$ cat src/rtl/cdr_rx_ctrl_if.sv
// cdr_rx_ctrl_if: bit stream in, frame bytes and status out of the CDR receive controller
interface cdr_rx_ctrl_if;
  logic       i_start;
  logic       i_abort;
  logic       i_bit;
  logic       i_bit_vld;
  logic       o_cdr_en;
  logic       o_cdr_clr;
  logic [7:0] o_byte;
  logic       o_byte_vld;
  logic       o_sof;
  logic       o_eof;
  logic [6:0] o_len;
  logic       o_busy;
  logic       o_err;
  logic [1:0] o_err_code;
  modport master (
    output i_start, i_abort, i_bit, i_bit_vld,
    input  o_cdr_en, o_cdr_clr, o_byte, o_byte_vld, o_sof, o_eof, o_len, o_busy, o_err, o_err_code
  );
  modport slave (
    input  i_start, i_abort, i_bit, i_bit_vld,
    output o_cdr_en, o_cdr_clr, o_byte, o_byte_vld, o_sof, o_eof, o_len, o_busy, o_err, o_err_code
  );
endinterface

$ cat src/rtl/cdr_rx_ctrl.sv
// cdr_rx_ctrl: preamble/SFD hunt, PHR length capture and payload byte assembly
module cdr_rx_ctrl #(
  parameter int         PREAMBLE_BITS = 32,
  parameter logic [7:0] SFD           = 8'hA7,
  parameter int         SFD_WIN       = 16,
  parameter int         TIMEOUT       = 255
) (
  input logic          i_clk,
  input logic          i_rst,
  cdr_rx_ctrl_if.slave bus
);
  localparam int ZW = $clog2(PREAMBLE_BITS + 1);
  localparam int GW = $clog2(TIMEOUT + 1);
  localparam int BW = $clog2(SFD_WIN + 8);
  typedef enum logic [2:0] {ST_IDLE, ST_PREAMBLE, ST_SFD, ST_PHR, ST_PAYLOAD, ST_DONE, ST_ERR} state_t;
  state_t state, state_n;
  logic [ZW-1:0] zcnt;
  logic [GW-1:0] gap;
  logic [BW-1:0] bcnt;
  logic [6:0] sr;
  logic [6:0] nbytes;
  logic clr_q;
  logic [7:0] sh;
  logic rx, vld, accept, pre_done, sfd_hit, sfd_miss, byte_done, phr_zero, last, gap_to, strobe;
  // sr holds the upper seven bits of the window; sh is the window after shifting in the current bit
  assign sh        = {bus.i_bit, sr};
  assign rx        = state == ST_SFD || state == ST_PHR || state == ST_PAYLOAD;
  assign vld       = bus.i_bit_vld && !clr_q;
  assign accept    = state == ST_IDLE && bus.i_start && !bus.i_abort;
  assign pre_done  = state == ST_PREAMBLE && vld && !bus.i_bit && zcnt == ZW'(PREAMBLE_BITS - 1);
  assign sfd_hit   = state == ST_SFD && vld && sh == SFD;
  assign sfd_miss  = state == ST_SFD && vld && !sfd_hit && bcnt == BW'(SFD_WIN - 1);
  assign byte_done = (state == ST_PHR || state == ST_PAYLOAD) && vld && bcnt[2:0] == 3'd7;
  assign phr_zero  = state == ST_PHR && byte_done && sh[6:0] == 7'd0;
  assign last      = state == ST_PAYLOAD && byte_done && nbytes + 7'd1 == bus.o_len;
  assign gap_to    = rx && !bus.i_bit_vld && gap == GW'(TIMEOUT - 1);
  assign strobe    = state == ST_PAYLOAD && byte_done && !bus.i_abort;
  assign bus.o_cdr_en  = rx || state == ST_PREAMBLE;
  assign bus.o_cdr_clr = clr_q;
  assign bus.o_busy    = state != ST_IDLE;
  assign bus.o_err     = state == ST_ERR;
  // state register
  always_ff @(posedge i_clk)
    if (i_rst) state <= ST_IDLE;
    else state <= state_n;
  // next state; abort overrides every other transition
  always_comb begin
    state_n = state;
    case (state)
      ST_IDLE:     state_n = accept ? ST_PREAMBLE : ST_IDLE;
      ST_PREAMBLE: state_n = pre_done ? ST_SFD : ST_PREAMBLE;
      ST_SFD:      state_n = sfd_hit ? ST_PHR : (sfd_miss || gap_to) ? ST_ERR : ST_SFD;
      ST_PHR:      state_n = byte_done ? (phr_zero ? ST_ERR : ST_PAYLOAD) : gap_to ? ST_ERR : ST_PHR;
      ST_PAYLOAD:  state_n = last ? ST_DONE : gap_to ? ST_ERR : ST_PAYLOAD;
      default:     state_n = ST_IDLE;
    endcase
    if (bus.i_abort) state_n = ST_IDLE;
  end
  // counters, shift window and registered outputs
  always_ff @(posedge i_clk)
    if (i_rst) begin
      clr_q          <= 1'b0;
      zcnt           <= '0;
      gap            <= '0;
      bcnt           <= '0;
      sr             <= '0;
      nbytes         <= '0;
      bus.o_byte     <= '0;
      bus.o_byte_vld <= 1'b0;
      bus.o_sof      <= 1'b0;
      bus.o_eof      <= 1'b0;
      bus.o_len      <= '0;
      bus.o_err_code <= '0;
    end else begin
      clr_q          <= accept;
      zcnt           <= state != ST_PREAMBLE ? '0 : !vld ? zcnt : bus.i_bit ? '0 : zcnt + 1'b1;
      gap            <= (rx && !bus.i_bit_vld) ? gap + 1'b1 : '0;
      bcnt           <= !rx ? '0 : !vld ? bcnt : (sfd_hit || byte_done) ? '0 : bcnt + 1'b1;
      sr             <= !rx ? '0 : vld ? sh[7:1] : sr;
      nbytes         <= state != ST_PAYLOAD ? '0 : nbytes + 7'(byte_done);
      bus.o_byte_vld <= strobe;
      bus.o_sof      <= strobe && nbytes == 7'd0;
      bus.o_eof      <= strobe && last;
      bus.o_byte     <= strobe ? sh : bus.o_byte;
      bus.o_len      <= (byte_done && state == ST_PHR && !phr_zero && !bus.i_abort) ? sh[6:0] : bus.o_len;
      bus.o_err_code <= accept ? 2'd0 :
                        (state_n == ST_ERR && state != ST_ERR) ? (sfd_miss ? 2'd1 : phr_zero ? 2'd2 : 2'd3) :
                        bus.o_err_code;
    end
endmodule

$ cat src/flat_wrapper.sv
// flat-port wrapper written by rule: the top's interface ports become plain ports
module cdr_rx_ctrl_flat 
#(
  parameter int         PREAMBLE_BITS = 32,
  parameter logic [7:0] SFD           = 8'hA7,
  parameter int         SFD_WIN       = 16,
  parameter int         TIMEOUT       = 255
)
  (i_clk, i_rst, bus_i_start, bus_i_abort, bus_i_bit, bus_i_bit_vld, bus_o_cdr_en, bus_o_cdr_clr, bus_o_byte, bus_o_byte_vld, bus_o_sof, bus_o_eof, bus_o_len, bus_o_busy, bus_o_err, bus_o_err_code);
  cdr_rx_ctrl_if bus_i ();
  input logic i_clk;
  input logic i_rst;
  input wire logic [$bits(bus_i.i_start)-1:0] bus_i_start;
  input wire logic [$bits(bus_i.i_abort)-1:0] bus_i_abort;
  input wire logic [$bits(bus_i.i_bit)-1:0] bus_i_bit;
  input wire logic [$bits(bus_i.i_bit_vld)-1:0] bus_i_bit_vld;
  output wire logic [$bits(bus_i.o_cdr_en)-1:0] bus_o_cdr_en;
  output wire logic [$bits(bus_i.o_cdr_clr)-1:0] bus_o_cdr_clr;
  output wire logic [$bits(bus_i.o_byte)-1:0] bus_o_byte;
  output wire logic [$bits(bus_i.o_byte_vld)-1:0] bus_o_byte_vld;
  output wire logic [$bits(bus_i.o_sof)-1:0] bus_o_sof;
  output wire logic [$bits(bus_i.o_eof)-1:0] bus_o_eof;
  output wire logic [$bits(bus_i.o_len)-1:0] bus_o_len;
  output wire logic [$bits(bus_i.o_busy)-1:0] bus_o_busy;
  output wire logic [$bits(bus_i.o_err)-1:0] bus_o_err;
  output wire logic [$bits(bus_i.o_err_code)-1:0] bus_o_err_code;
  assign bus_i.i_start = bus_i_start;
  assign bus_i.i_abort = bus_i_abort;
  assign bus_i.i_bit = bus_i_bit;
  assign bus_i.i_bit_vld = bus_i_bit_vld;
  assign bus_o_cdr_en = bus_i.o_cdr_en;
  assign bus_o_cdr_clr = bus_i.o_cdr_clr;
  assign bus_o_byte = bus_i.o_byte;
  assign bus_o_byte_vld = bus_i.o_byte_vld;
  assign bus_o_sof = bus_i.o_sof;
  assign bus_o_eof = bus_i.o_eof;
  assign bus_o_len = bus_i.o_len;
  assign bus_o_busy = bus_i.o_busy;
  assign bus_o_err = bus_i.o_err;
  assign bus_o_err_code = bus_i.o_err_code;
  cdr_rx_ctrl #(.PREAMBLE_BITS(PREAMBLE_BITS), .SFD(SFD), .SFD_WIN(SFD_WIN), .TIMEOUT(TIMEOUT)) u_core (.i_clk(i_clk), .i_rst(i_rst), .bus(bus_i));
endmodule
$ cat config.mk
export PLATFORM = sky130hd
export DESIGN_NAME = cdr_rx_ctrl_flat
export DESIGN_NICKNAME = d
export VERILOG_FILES = /design/src/rtl/cdr_rx_ctrl_if.sv /design/src/rtl/cdr_rx_ctrl.sv /design/src/flat_wrapper.sv
export SDC_FILE = /design/constraint.sdc
export NUM_CORES = 1
export LEC_CHECK = 0
export BUFFER_PORTS_ARGS = -buffer_cell sky130_fd_sc_hd__buf_2
export CAP_MARGIN = 20
export CORE_MARGIN = 10
export CORE_UTILIZATION = 35
export CTS_CLUSTER_DIAMETER = 50
export CTS_CLUSTER_SIZE = 30
export DETAILED_ROUTE_END_ITERATION = 8
export RECOVER_POWER = 25
export SYNTH_ARGS = -nofsm -noshare
export SYNTH_HDL_FRONTEND = slang
export SYNTH_SLANG_ARGS = --single-unit
export TNS_END_PERCENT = 50
$ cat constraint.sdc
create_clock -name i_clk -period 2.1 [get_ports i_clk]
set_input_delay 0.21 -clock i_clk [delete_from_list [all_inputs] [get_ports i_clk]]
set_output_delay 0.21 -clock i_clk [all_outputs]
set_load 0.005 [all_outputs]
* Yosys cells after proc, flatten, opt, wreduce, memory -nomap -nowiden
Index checks and enable logic that the tools add are counted.
** Cells by class
- $add $sub $neg :: 5
- Equal/unequal tests :: 15
- Muxes and demuxes :: 15
- Bitwise logic cells :: 2
- Reduce and logical (&&, ||, !) cells :: 45
** Operators by type and width (count)
- 1-bit logical AND :: 24
- 3-bit two-way mux :: 6
- 8-bit == test, second input constant :: 2
- 3-bit one-hot mux with 5 select lines :: 1
- 7-bit logical NOT :: 2
- 3-bit == test, second input constant :: 4
- 2-bit OR reduction :: 5
- 8-bit by 1-bit adder with 8-bit output, second input constant :: 1
- 2-bit two-way mux :: 4
- 7-bit by 1-bit adder with 7-bit output :: 1
- 7-bit by 1-bit adder with 7-bit output, second input constant :: 1
- 7-bit == test :: 1
- 6-bit by 1-bit adder with 6-bit output, second input constant :: 1
- 3-bit by 2-bit == test with 1-bit output, second input constant :: 2
- 6-bit by 5-bit == test with 1-bit output, second input constant :: 1
- 1-bit logical NOT :: 6
- 1-bit logical OR :: 6
- 6-bit two-way mux :: 1
- 3-bit inequality test, second input constant :: 2
- 5-bit by 1-bit adder with 5-bit output, second input constant :: 1
- 5-bit by 4-bit == test with 1-bit output, second input constant :: 1
- 5-bit two-way mux :: 1
- 3-bit by 1-bit == test with 1-bit output, second input constant :: 1
- 3-bit logical NOT :: 1
- other kinds (4) :: 6
** Storage, ports and cells
- Register bits after elaboration :: 57
- Bits of input ports :: 6

* Logic depth before layout (Yosys ltp)
Gate-level depths: netlist of run 1.
- Depth in word-level cells :: 14
- Gate-level depth with buffers :: 9

* Worst setup path before layout of run 1
OpenSTA, ideal clock, no wires.
- Path kind :: register -> register
- From :: register u_core.state[1]
- To :: register u_core.nbytes[6]
- Data arrival time :: 1690 ps
- Data required time :: 1979 ps
- Path slack :: 289 ps
- Cell stages (with the launch flop) :: 9
- Path buffers :: 1
- Period minus slack after synthesis :: 1811 ps
- Cells stage by stage :: dfxtp_1 -> clkbuf_1 -> or3b_1 -> a21oi_1 -> ha_1 -> ha_1 -> nand4_1 -> xor2_1 -> nor2_1
** Between the ends
- Longest elaborated chain between the ends :: 5
** Ends and longest elaborated chain
- start: declaration :: RTL line cdr_rx_ctrl.sv:16 : state_t state, state_n;
- start signal: assignment :: RTL line cdr_rx_ctrl.sv:45 : else state <= state_n;
- 3-bit by 2-bit == test with 1-bit output / 3-bit == test (equally long branches) :: RTL line cdr_rx_ctrl.sv:33 : assign byte_done = (state == ST_PHR || state == ST_PAYLOAD) && vld && bcnt[2:0] == 3'd7;
- 1-bit logical OR :: RTL line cdr_rx_ctrl.sv:33
- 1-bit logical AND (2 in series) :: RTL line cdr_rx_ctrl.sv:33
- 7-bit by 1-bit adder with 7-bit output :: RTL line cdr_rx_ctrl.sv:80 : nbytes <= state != ST_PAYLOAD ? '0 : nbytes + 7'(byte_done);
- end signal: assignment :: RTL line cdr_rx_ctrl.sv:80
- end: declaration :: RTL line cdr_rx_ctrl.sv:21 : logic [6:0] nbytes;
Parallel ways exist; a longest one is shown, timed or not.
A chain may end at the register's enable or synchronous reset.

* Worst setup path after layout of run 1
- From :: register u_core.nbytes[0]
- To :: register u_core.state[0]
** Between the ends
- Longest elaborated chain between the ends :: 6
** Ends and longest elaborated chain
- 7-bit by 1-bit adder with 7-bit output :: RTL line cdr_rx_ctrl.sv:35 : assign last = state == ST_PAYLOAD && byte_done && nbytes + 7'd1 == bus.o_len;
- 7-bit == test :: RTL line cdr_rx_ctrl.sv:35
- 1-bit logical AND :: RTL line cdr_rx_ctrl.sv:35
- 3-bit two-way mux :: RTL line cdr_rx_ctrl.sv:54 : ST_PAYLOAD: state_n = last ? ST_DONE : gap_to ? ST_ERR : ST_PAYLOAD;
- 3-bit one-hot mux with 5 select lines :: RTL line cdr_rx_ctrl.sv:49 : case (state)
- 3-bit two-way mux :: RTL line cdr_rx_ctrl.sv:57 : if (bus.i_abort) state_n = ST_IDLE;
No other way between the ends.

==> metrics.md, run 1 <==
| Metric | Value |
|---|---|
| Via count of the routed design | 2239 |
| Top-level I/O count | 30 |
| Gate count of the mapped netlist | 303 |
| Worst vdd ir | 0.234 mV |
| First-pass GRT wire length | 10300 um |
| Remaining max-slew budget at the tightest pin | 62.3% |
| Number of hold buffers added after cts | 0 |
| Sequential cell area fraction in the yosys report | 42.5% |
| Power Dens Cells | 690 nW/um^2 |
| Total of flip-flops plus latches after synthesis | 57 |
| Number of nets with antenna violations after detailed routing | 0 |
| Total clock sinks | 57 |
| Core area | 7370 sq um |
| End point of the most critical hold path | u_core.sr[6]$_SDFFE_PP0N_ |
| Non-Filler Instances | 444 |
| Synth async-reset ratio | 0% |
| Synth Net Count | 319 |
| Count of H-tree levels built during CTS | 3 |
| Post-route DRC violation count | 0 |
| Static leakage | 1.18 nW |
| Timing-limited maximum frequency | 492 MHz |
| Startpoint type of the worst setup path | flop |
| Most frequently used flop master after synthesis | dfxtp_1 |
| Relative area change from synthesis to final layout | 17.8% |
| Antenna violations before repair | 0 |
| Final antenna diode count | 0 |
| Yosys warning count | 0 |
| Clock tree from TritonCTS | done |
| Number of nets in the layout | 356 |
| Endpoint of the worst-slack reg-to-reg timing path | u_core.state[0]$_SDFF_PP0_ |
| Clock slew at reported path FFs | 70 ps |
| Floorplan die width | 108 um |
| Reg2reg setup slack | 70 ps |
| Data arrival, critical path | 2280 ps |
| Class of the most critical hold timing path | input port to flop |
| Share of post-route cells with drive strength above 1 | 13.0% |
| Count of different cell masters after synthesis | 45 |
| Placed wire-length estimate after detailed placement | 4500 um |
| Post-route setup TNS | 0 ps |
| Critical-path maximum fanout | 7 |
| Top area cells in the synthesized netlist | dfxtp_1 42%, mux2i_1 6.0%, nor2_1 5.3% |
| DIE AREA | 11600 sq um |
| Gr usage total | 11.3% |
| Largest area contributor in the netlist | dfxtp_1 |
| Vias per cell | 5.04 |
| Critical register-to-register path startpoint | u_core.nbytes[0]$_SDFF_PP0_ |
| Rows | 31 |
| Required @ worst endpoint | 2350 ps |
| Detailed-routing iteration count for the pre-antenna-repair pass | 4 |
| Total of endpoints with negative setup slack in the final report | 0 |
| Largest net degree at the start of global routing | 25 |
| Worst hold start | bus_i_bit |
| Post-Place Worst Slack | 120 ps |
| Most Used Layer, Global Route | met2 |
| Maximum clock skew at final layout | 15.5 ps |
| Final number of max-transition violations | 0 |
| Global-route track usage on met1 | 14.4% |
| Height of the die | 108 um |
| Routed length per placed instance | 14.3 um |
| Final Hold Fails | 0 |
| Library cell used as clock root buffer | clkbuf_8 |
| Main combinational cell family by area after synthesis | simple AND/OR/NAND/NOR gates |
| Synthesized-area fraction occupied by and/or/nand/nor cells | 26.9% |
| Shortest clock period the worst path allows after layout | 2030 ps |
| Result of the run | finished, final reports clean |
| Violation count after the first detailed-route iteration | 117 |
| Compound-gate portion of the synthesized area | 8.81% |
| Start-to-end type of the worst setup path | flop to flop |
| Latest clock arrival within the worst-skew pair | 350 ps |
| Post-synthesis mux area share | 5.96% |
| Via count of the first global-routing pass | 2068 |
| Placer congestion estimate | 0.890 |
| Share of the cycle needed by the critical path after routing | 96.9% |
| Drt total wl | 6340 um |
| Bufs on Longest Clock Path | 2 |
| Worst setup EP type | flop |
| Slew at the pin with the worst max-slew slack | 566 ps |
| Hold Path Cell Cnt | 3 |
| Number of placed cells counting well taps | 428 |
| Starting Density | 36.4% |
| Cell area after technology mapping | 2690 sq um |
| Cts bufs inserted | 9 |
| Post-synthesis share of cell area spent on full adders, half adders and majority gates | 4.66% |
| Depth of the worst register-to-register path | 6 |
| M3 GR Usage | 3.77% |
| Share of the synthesized netlist area taken by xor and xnor gates | 7.50% |
| Worst Setup Slack, final | 65.8 ps |
| Fraction of synthesized cell area taken by the top area cell type | 42.5% |
| Port Buf Inserts | 29 |
| Met2 usage | 16.3% |
| Count of max-cap constraint violations | 0 |
| Leftover overflow at the end of global routing | 0 |
| Mapped Avg Cell Area | 8.86 sq um |
| Number of synthesized flops with an enable pin | 0 |
critical path: stages (launching register included):
cell,delay (ps)
dfxtp_1,390
ha_1,270
and2_1,180
o21ai_0,190
a31oi_1,100
or4_1,570
a311oi_1,240
area by class of cell:
type	instances	area, sq um
clock buffer	11	141
clock inverter	5	55.1
fill	770	4210
inverter	10	37.5
multi-input combinational	222	1460
sequential	57	1140
tap	99	124
timing repair buffer	40	206
worst max-delay path by stage:
stage	slack, ps	end	start	depth (start not counted)
6_report	70	u_core.state[0]$_SDFF_PP0_	u_core.nbytes[0]$_SDFF_PP0_	6
2_1_floorplan	290	u_core.nbytes[6]$_SDFF_PP0_	u_core.state[1]$_SDFF_PP0_	8
3_3_place_gp	160	u_core.state[0]$_SDFF_PP0_	u_core.nbytes[0]$_SDFF_PP0_	6
4_1_cts	90	u_core.state[0]$_SDFF_PP0_	u_core.nbytes[0]$_SDFF_PP0_	6
5_1_grt	-20	u_core.nbytes[6]$_SDFF_PP0_	u_core.bcnt[0]$_SDFFE_PP0N_	9
3_5_place_dp	120	u_core.nbytes[6]$_SDFF_PP0_	u_core.state[2]$_SDFF_PP0_	7
per-stage QoR:
stage / instance area, sq um / util (%) / hold slack [ps] / power (mW)
detailed placement: 2980 / 40.5 / 440 / 1.17
global route: 3160 / 42.9 / 237 / 2.25
CTS: 3180 / 43.1 / 191 / 2.19
global placement: 2980 / 40.5 / 432 / 1.17
floorplan: 2690 / - / 290 / 1.14
finish: 3160 / 42.9 / 188 / 2.18
cell usage after synthesis, types with 2 or more instances:
master	number
nor3_1	12
nor3b_1	6
and2_1	3
mux2i_1	16
a22oi_1	2
xnor2_1	9
a211o_1	2
or3_1	2
and3_1	5
nor2b_1	4
a31oi_1	3
and4_1	2
or2_2	2
ha_1	10
clkbuf_1	9
nor2_1	38
nand3b_1	2
o21ai_0	4
dfxtp_1	57
nand2_1	25
nor4b_1	2
xor2_1	14
nand2b_1	5
a211oi_1	4
inv_1	10
nand4_1	9
nand3_1	6
a21oi_1	13
o211ai_1	3
and3b_1	3
buf_2	4
o21a_1	2
nor4_1	3
cell families after synthesis:
logic type,Yosys count
AOI/OAI and AO/OA,37
xor gates and xnor gates,23
adders and majority gates,10
buffers and inverters,24
DFF,57
muxes,16
and+or+nand+nor,136
repair_timing:
item,in CTS,in global routing
buffers inserted,0,0
setup endpoints to repair,0,2
resized for setup,0,2
cell usage in the layout, fill, tap and decap left out, types with 10 or more instances in the layout:
| cell type | instances |
|---|---|
| buf_4 | 11 |
| mux2i_1 | 16 |
| a21oi_1 | 12 |
| dfxtp_1 | 57 |
| clkbuf_1 | 18 |
| nand2_1 | 25 |
| xor2_1 | 14 |
| nor3_1 | 12 |
| nor2_1 | 38 |
| inv_1 | 10 |
| buf_2 | 12 |
| clkbuf_8 | 10 |
where the power goes:
group	switching [mW]	total (mW)	internal, mW
clock network	0.458	1.03	0.576
logic	0.0412	0.0639	0.0227
registers	0.00237	1.08	1.08
flip-flops by register name (all words and copies together) (netlist names):
register and cells:
u_core.bus.o_byte_vld 1, u_core.zcnt 6, u_core.bus.o_len 7, u_core.bus.o_byte 8, u_core.sr 7, u_core.state 3
u_core.bus.o_sof 1, u_core.nbytes 7, u_core.bus.o_err_code 2, u_core.gap 8, u_core.bus.o_cdr_clr 1, u_core.bus.o_eof 1
u_core.bcnt 5
metal layers:
layer / up-vias / routed length [um]
met5: - / 0
met4: 0 / 106
met3: 9 / 439
met2: 60 / 2720
met1: 1034 / 3070
li1: 1136 / -
Power figures use the tool's default switching activity.
==> run 2, diff against run 1 <==
Settings changed: BUFFER_PORTS_ARGS -buffer_cell sky130_fd_sc_hd__buf_2 to -buffer_cell sky130_fd_sc_hd__buf_4, PLACE_DENSITY from default to 0.48.
==> metrics.md, run 2 (same netlist as run 1, synthesis figures left out) <==
| Metric | Value |
|---|---|
| Violation count after the first detailed-route iteration | 62 |
| Result of the run | finished, final reports clean |
| Leftover overflow at the end of global routing | 0 |
| Vias per cell | 4.87 |
| Placed wire-length estimate after detailed placement | 4670 um |
| Post-route DRC violation count | 0 |
| Crit-path cells | ha_1 > and2_1 > o21ai_0 > a31oi_1 > or4_1 > a311oi_1 |
| Required @ worst endpoint | 2340 ps |
| Final number of max-transition violations | 0 |
| Number of nets in the layout | 358 |
| Post-Place Worst Slack | 113 ps |
| Via count of the first global-routing pass | 2070 |
| Instance area after placement | 3070 sq um |
| End point of the most critical hold path | u_core.gap[1]$_SDFF_PP0_ |
| DIE AREA | 11600 sq um |
| Depth of the critical timing path with buffers and inverters included | 6 |
| Critical-path maximum fanout | 8 |
| RSZ-0062 raised after global routing | no |
| Number of nets with antenna violations after detailed routing | 0 |
| Cell at the slowest stage of the critical path | or4_1 |
| Worst vdd ir | 0.333 mV |
| Shortest clock period the worst path allows after layout | 1950 ps |
| First-pass GRT wire length | 10500 um |
| Placer congestion estimate | 0.838 |
| Delay of the slowest cell on the worst path | 560 ps |
| Total of endpoints with negative setup slack in the final report | 0 |
| Filler cell count in the final layout | 763 |
| Height of the die | 108 um |
| Port Buf Inserts | 29 |
| Top-level I/O count | 30 |
| Power Dens Cells | 733 nW/um^2 |
| Floorplan die width | 108 um |
| Depth of the worst register-to-register path | 6 |
| Latest clock arrival within the worst-skew pair | 340 ps |
| Number of hold buffers added after cts | 0 |
| Gr usage total | 11.4% |
| Starting Density | 36.4% |
| Worst setup EP type | flop |
| Detailed-routing iteration count for the pre-antenna-repair pass | 4 |
| Delay-heaviest family, CP | simple AND/OR/NAND/NOR gates |
| Drt total wl | 6330 um |
| Endpoint of the worst-slack reg-to-reg timing path | u_core.state[0]$_SDFF_PP0_ |
| Antenna violations before repair | 0 |
| Static leakage | 1.27 nW |
| Most common cell after layout, fill and taps aside | dfxtp_1 |
| Final Hold Fails | 0 |
| Via count of the routed design | 2173 |
| Share of the cycle needed by the critical path after routing | 92.7% |
| Largest registers | u_core.bus.o_byte (8), u_core.gap (8) |
| Largest net degree at the start of global routing | 26 |
| Clock slew at reported path FFs | 70 ps |
| Cts bufs inserted | 9 |
| Post-route setup TNS | 0 ps |
| Highest-count cells in the layout ignoring fill and taps | 55 x dfxtp_1, 38 x nor2_1, 25 x nand2_1 |
| Rows | 31 |
| Number of placed cells counting well taps | 430 |
| Non-Filler Instances | 446 |
| Worst Setup Slack, final | 152 ps |
| Final antenna diode count | 0 |
| Number of buffers and inverters on the critical path | 0 |
| Count of H-tree levels built during CTS | 3 |
| Critical register-to-register path startpoint | u_core.nbytes[1]$_SDFF_PP0_ |
| Count of max-cap constraint violations | 0 |
| Slew at the pin with the worst max-slew slack | 580 ps |
| Library cell used as clock root buffer | clkbuf_8 |
| Total clock sinks | 57 |
| Reg2reg setup slack | 150 ps |
| Data arrival, critical path | 2190 ps |
| Worst hold start | bus_i_bit_vld |
| Clock tree from TritonCTS | done |
| Final Instance Area | 3310 sq um |
| Core area | 7370 sq um |
| Remaining max-slew budget at the tightest pin | 61.4% |
| Share of post-route cells with drive strength above 1 | 17.6% |
| Bufs on Longest Clock Path | 2 |
| Startpoint type of the worst setup path | flop |
| Timing-limited maximum frequency | 513 MHz |
| Routed length per placed instance | 14.2 um |
| Class of the most critical hold timing path | input port to flop |
| Hold Path Cell Cnt | 2 |
| Start-to-end type of the worst setup path | flop to flop |
| Maximum clock skew at final layout | 12.9 ps |
| Relative area change from synthesis to final layout | 23.3% |
## run 2: cell types whose count changed in the layout (fill, tap and decap cells not counted)
cell | previous run | this run
bufinv_16 | 1 | 3
ha_2 | 1 | 0
clkbuf_4 | 0 | 15
buf_2 | 12 | 0
clkinv_4 | 0 | 2
dfxtp_2 | 0 | 2
dfxtp_1 | 57 | 55
buf_4 | 11 | 22
clkinvlp_4 | 2 | 1
clkbuf_1 | 18 | 5
ha_1 | 9 | 10
clkinv_2 | 2 | 0
## run 2: worst register-to-register path, delay by kind of cell (launching register included)
kind	cells	cell delay (ps)
and+or+nand+nor	2	740
AOI/OAI and AO/OA	3	480
DFF	1	390
adders and majority gates	1	250
## run 2: layout make-up
class	count	area, sq um	share of cell area, %
clock buffers	10	138	4.16
clock inverters	6	115	3.48
inverters	10	37.5	1.13
multi-input cells	222	1460	44.0
flip-flops and latches	57	1140	34.6
well taps	99	124	3.74
repair buffers	42	297	8.96
## run 2: worst max-delay path by stage
stage / startpoint / to / slack (ps)
after floorplan: u_core.state[1]$_SDFF_PP0_ / u_core.nbytes[6]$_SDFF_PP0_ / 290
after CTS: u_core.state[2]$_SDFF_PP0_ / u_core.nbytes[6]$_SDFF_PP0_ / 100
after detailed placement: u_core.state[2]$_SDFF_PP0_ / u_core.nbytes[6]$_SDFF_PP0_ / 110
final: u_core.nbytes[1]$_SDFF_PP0_ / u_core.state[0]$_SDFF_PP0_ / 150
after global placement: u_core.state[2]$_SDFF_PP0_ / u_core.nbytes[6]$_SDFF_PP0_ / 140
after global routing: u_core.state[0]$_SDFF_PP0_ / u_core.state[0]$_SDFF_PP0_ / 20
## run 2: through the flow
| step | hold slack, ps | power (mW) | utilization, % |
|---|---|---|---|
| 6_report | 163 | 2.43 | 44.9 |
| 5_1_grt | 158 | 2.50 | 44.9 |
| 4_1_cts | 153 | 2.45 | 45.1 |
| 3_5_place_dp | 441 | 1.18 | 41.6 |
| 3_3_place_gp | 438 | 1.18 | 41.6 |
| 2_1_floorplan | 290 | 1.14 | - |
## run 2: timing repair
action                     4_1_cts  5_1_grt
setup endpoints to repair        0        3
setup buffers                    0        0
gates resized for setup          0        3
## run 2: power breakdown
part	switching, mW	internal, mW	leakage, nW
logic	0.0409	0.0261	0.686
registers	0.00327	1.08	0.460
clock network	0.449	0.824	0.123
## run 2: per-layer routing
| metal | track usage (%) | share of wire, % | vias up | wire [um] |
|---|---|---|---|---|
| met5 | 0 | 0 | - | 0 |
| met4 | 5.44 | 1.8 | 0 | 112 |
| met3 | 3.47 | 5.1 | 11 | 321 |
| met2 | 16.3 | 42 | 41 | 2690 |
| met1 | 15.1 | 51 | 988 | 3210 |
| li1 | - | - | 1133 | - |
==> run 3, diff against run 2 <==
--- a/constraint.sdc
+++ b/constraint.sdc
@@ -3,2 +3,2 @@
 set_output_delay 0.21 -clock i_clk [all_outputs]
-set_load 0.005 [all_outputs]
+set_load 0.01 [all_outputs]
==> metrics.md, run 3 (same netlist as run 1, synthesis figures left out) <==
| Metric | Value |
|---|---|
| Antenna violations before repair | 0 |
| Rows | 31 |
| Required @ worst endpoint | 2320 ps |
| P_int | 1.93 mW |
| Class of the most critical hold timing path | input port to flop |
| Area of all sequential standard cells | 1140 sq um |
| Worst hold start | bus_i_bit_vld |
| Core area | 7370 sq um |
| Power Dens Cells | 745 nW/um^2 |
| Relative area change from synthesis to final layout | 21.2% |
| Maximum clock skew at final layout | 11.3 ps |
| Routed length per placed instance | 14.2 um |
| Sequential group share of total power | 44.8% |
| Final antenna diode count | 0 |
| Violation count after the first detailed-route iteration | 62 |
| Post-route setup TNS | 0 ps |
| Total clock sinks | 57 |
| Static leakage | 1.21 nW |
| Clock slew at reported path FFs | 70 ps |
| First-pass GRT wire length | 10500 um |
| Number of placed cells counting well taps | 430 |
| Highest-count cells in the layout ignoring fill and taps | 55 x dfxtp_1, 38 x nor2_1, 25 x nand2_1 |
| Cts bufs inserted | 9 |
| Vias per cell | 4.89 |
| Top-level I/O count | 30 |
| Share of post-route cells with drive strength above 1 | 13.3% |
| Final Hold Fails | 0 |
| Shortest clock period the worst path allows after layout | 1940 ps |
| Count of max-cap constraint violations | 0 |
| Via count of the first global-routing pass | 2070 |
| Latest clock arrival within the worst-skew pair | 330 ps |
| Number of nets with antenna violations after detailed routing | 0 |
| Non-Filler Instances | 446 |
| Final number of max-transition violations | 0 |
| Detailed-routing iteration count for the pre-antenna-repair pass | 4 |
| Net load switching power | 0.492 mW |
| Slew at the pin with the worst max-slew slack | 582 ps |
| Clock network fraction of design power | 52.4% |
| Leftover overflow at the end of global routing | 0 |
| Drt total wl | 6340 um |
| Floorplan die width | 108 um |
| Port Buf Inserts | 29 |
| Number of nets in the layout | 358 |
| Largest registers | u_core.bus.o_byte (8), u_core.gap (8) |
| Final core occ | 44.1% |
| Post-route DRC violation count | 0 |
| Worst vdd ir | 0.333 mV |
| Number of gates resized after cts | 0 |
| Placer congestion estimate | 0.838 |
| Starting Density | 36.4% |
| Critical-path maximum fanout | 11 |
| Total of endpoints with negative setup slack in the final report | 0 |
| Setup Fix Bufs, Post-CTS | 0 |
| First element of the critical path | u_core.state[0]$_SDFF_PP0_ |
| Delay-heaviest family, CP | simple AND/OR/NAND/NOR gates |
| Start-to-end type of the worst setup path | flop to flop |
| Switching part of the total power | 20.3% |
| Via count of the routed design | 2179 |
| Startpoint type of the worst setup path | flop |
| Worst setup EP type | flop |
| Library cell appearing most often on the critical path | ha_1 |
| Height of the die | 108 um |
| Cell at the slowest stage of the critical path | or3b_1 |
| Number of hold buffers added after cts | 0 |
| Library cell used as clock root buffer | clkbuf_8 |
| Placed wire-length estimate after detailed placement | 4670 um |
| Share of the cycle needed by the critical path after routing | 92.5% |
| DIE AREA | 11600 sq um |
| Data arrival, critical path | 2160 ps |
| Gr usage total | 11.4% |
| Count of H-tree levels built during CTS | 3 |
| Hold_ws | 163 ps |
| Filler cell count in the final layout | 770 |
| Remaining max-slew budget at the tightest pin | 61.2% |
| Critical register-to-register path startpoint | u_core.state[0]$_SDFF_PP0_ |
| Result of the run | finished, final reports clean |
| Timing-limited maximum frequency | 515 MHz |
| Crit-path cells | or3b_1 > a21oi_2 > ha_1 > ha_1 > nand4_1 > xor2_1 > nor2_1 |
| Combinational Power Share | 2.8% |
| Largest net degree at the start of global routing | 26 |
| Clock tree from TritonCTS | done |
| Total area of multi-input combinational cells | 1460 sq um |
| RSZ-0062 raised after global routing | no |
| Bufs on Longest Clock Path | 2 |
| Delay of the slowest cell on the worst path | 490 ps |
| Number of buffers and inverters on the critical path | 0 |
| Most common cell after layout, fill and taps aside | dfxtp_1 |
run 3: cell type report:
| class | count | share of cell area, % |
|---|---|---|
| clock buffers | 10 | 4.23 |
| clock inverters | 6 | 3.54 |
| inverters | 10 | 1.15 |
| multi-input cells | 222 | 44.7 |
| flip-flops and latches | 57 | 35.2 |
| well taps | 99 | 3.81 |
| repair buffers | 42 | 7.38 |
run 3: power groups by stage:
stage	Combinational, mW	Clock [mW]	Sequential (mW)
after CTS	0.0685	1.30	1.09
final	0.0676	1.27	1.09
after global placement	0.0696	0	1.11
after floorplan	0.0358	0	1.11
after detailed placement	0.0682	0	1.11
after global routing	0.0745	1.34	1.09
run 3: worst reg2reg max path, cell delays in order, from the launching register on:
cell and delay, ps:
dfxtp_1 400, or3b_1 500, a21oi_2 190, ha_1 220, ha_1 210, nand4_1 110, xor2_1 150, nor2_1 50
run 3: final timing paths:
check	end	slack (ps)	depth (start not counted)
max reg2reg	u_core.nbytes[6]$_SDFF_PP0_	160	7
max	u_core.nbytes[6]$_SDFF_PP0_	160	7
min	u_core.gap[1]$_SDFF_PP0_	160	2
min reg2reg	u_core.bus.o_err_code[1]$_SDFFE_PP0P_	440	2
run 3: layer usage:
| metal | track usage [%] | vias up | part of all wire, % |
|---|---|---|---|
| met4 | 5.44 | 0 | 1.8 |
| met2 | 16.3 | 38 | 42 |
| met1 | 15.1 | 995 | 51 |
| li1 | - | 1135 | - |
| met3 | 3.47 | 11 | 4.8 |
| met5 | 0 | - | 0 |
run 3: stage by stage:
stage / area, sq um / power (mW) / setup slack, ps
floorplan: 2690 / 1.14 / 289
global placement: 3070 / 1.18 / 145
detailed placement: 3070 / 1.18 / 113
CTS: 3320 / 2.45 / 103
global route: 3250 / 2.50 / 19.7
finish: 3250 / 2.42 / 158
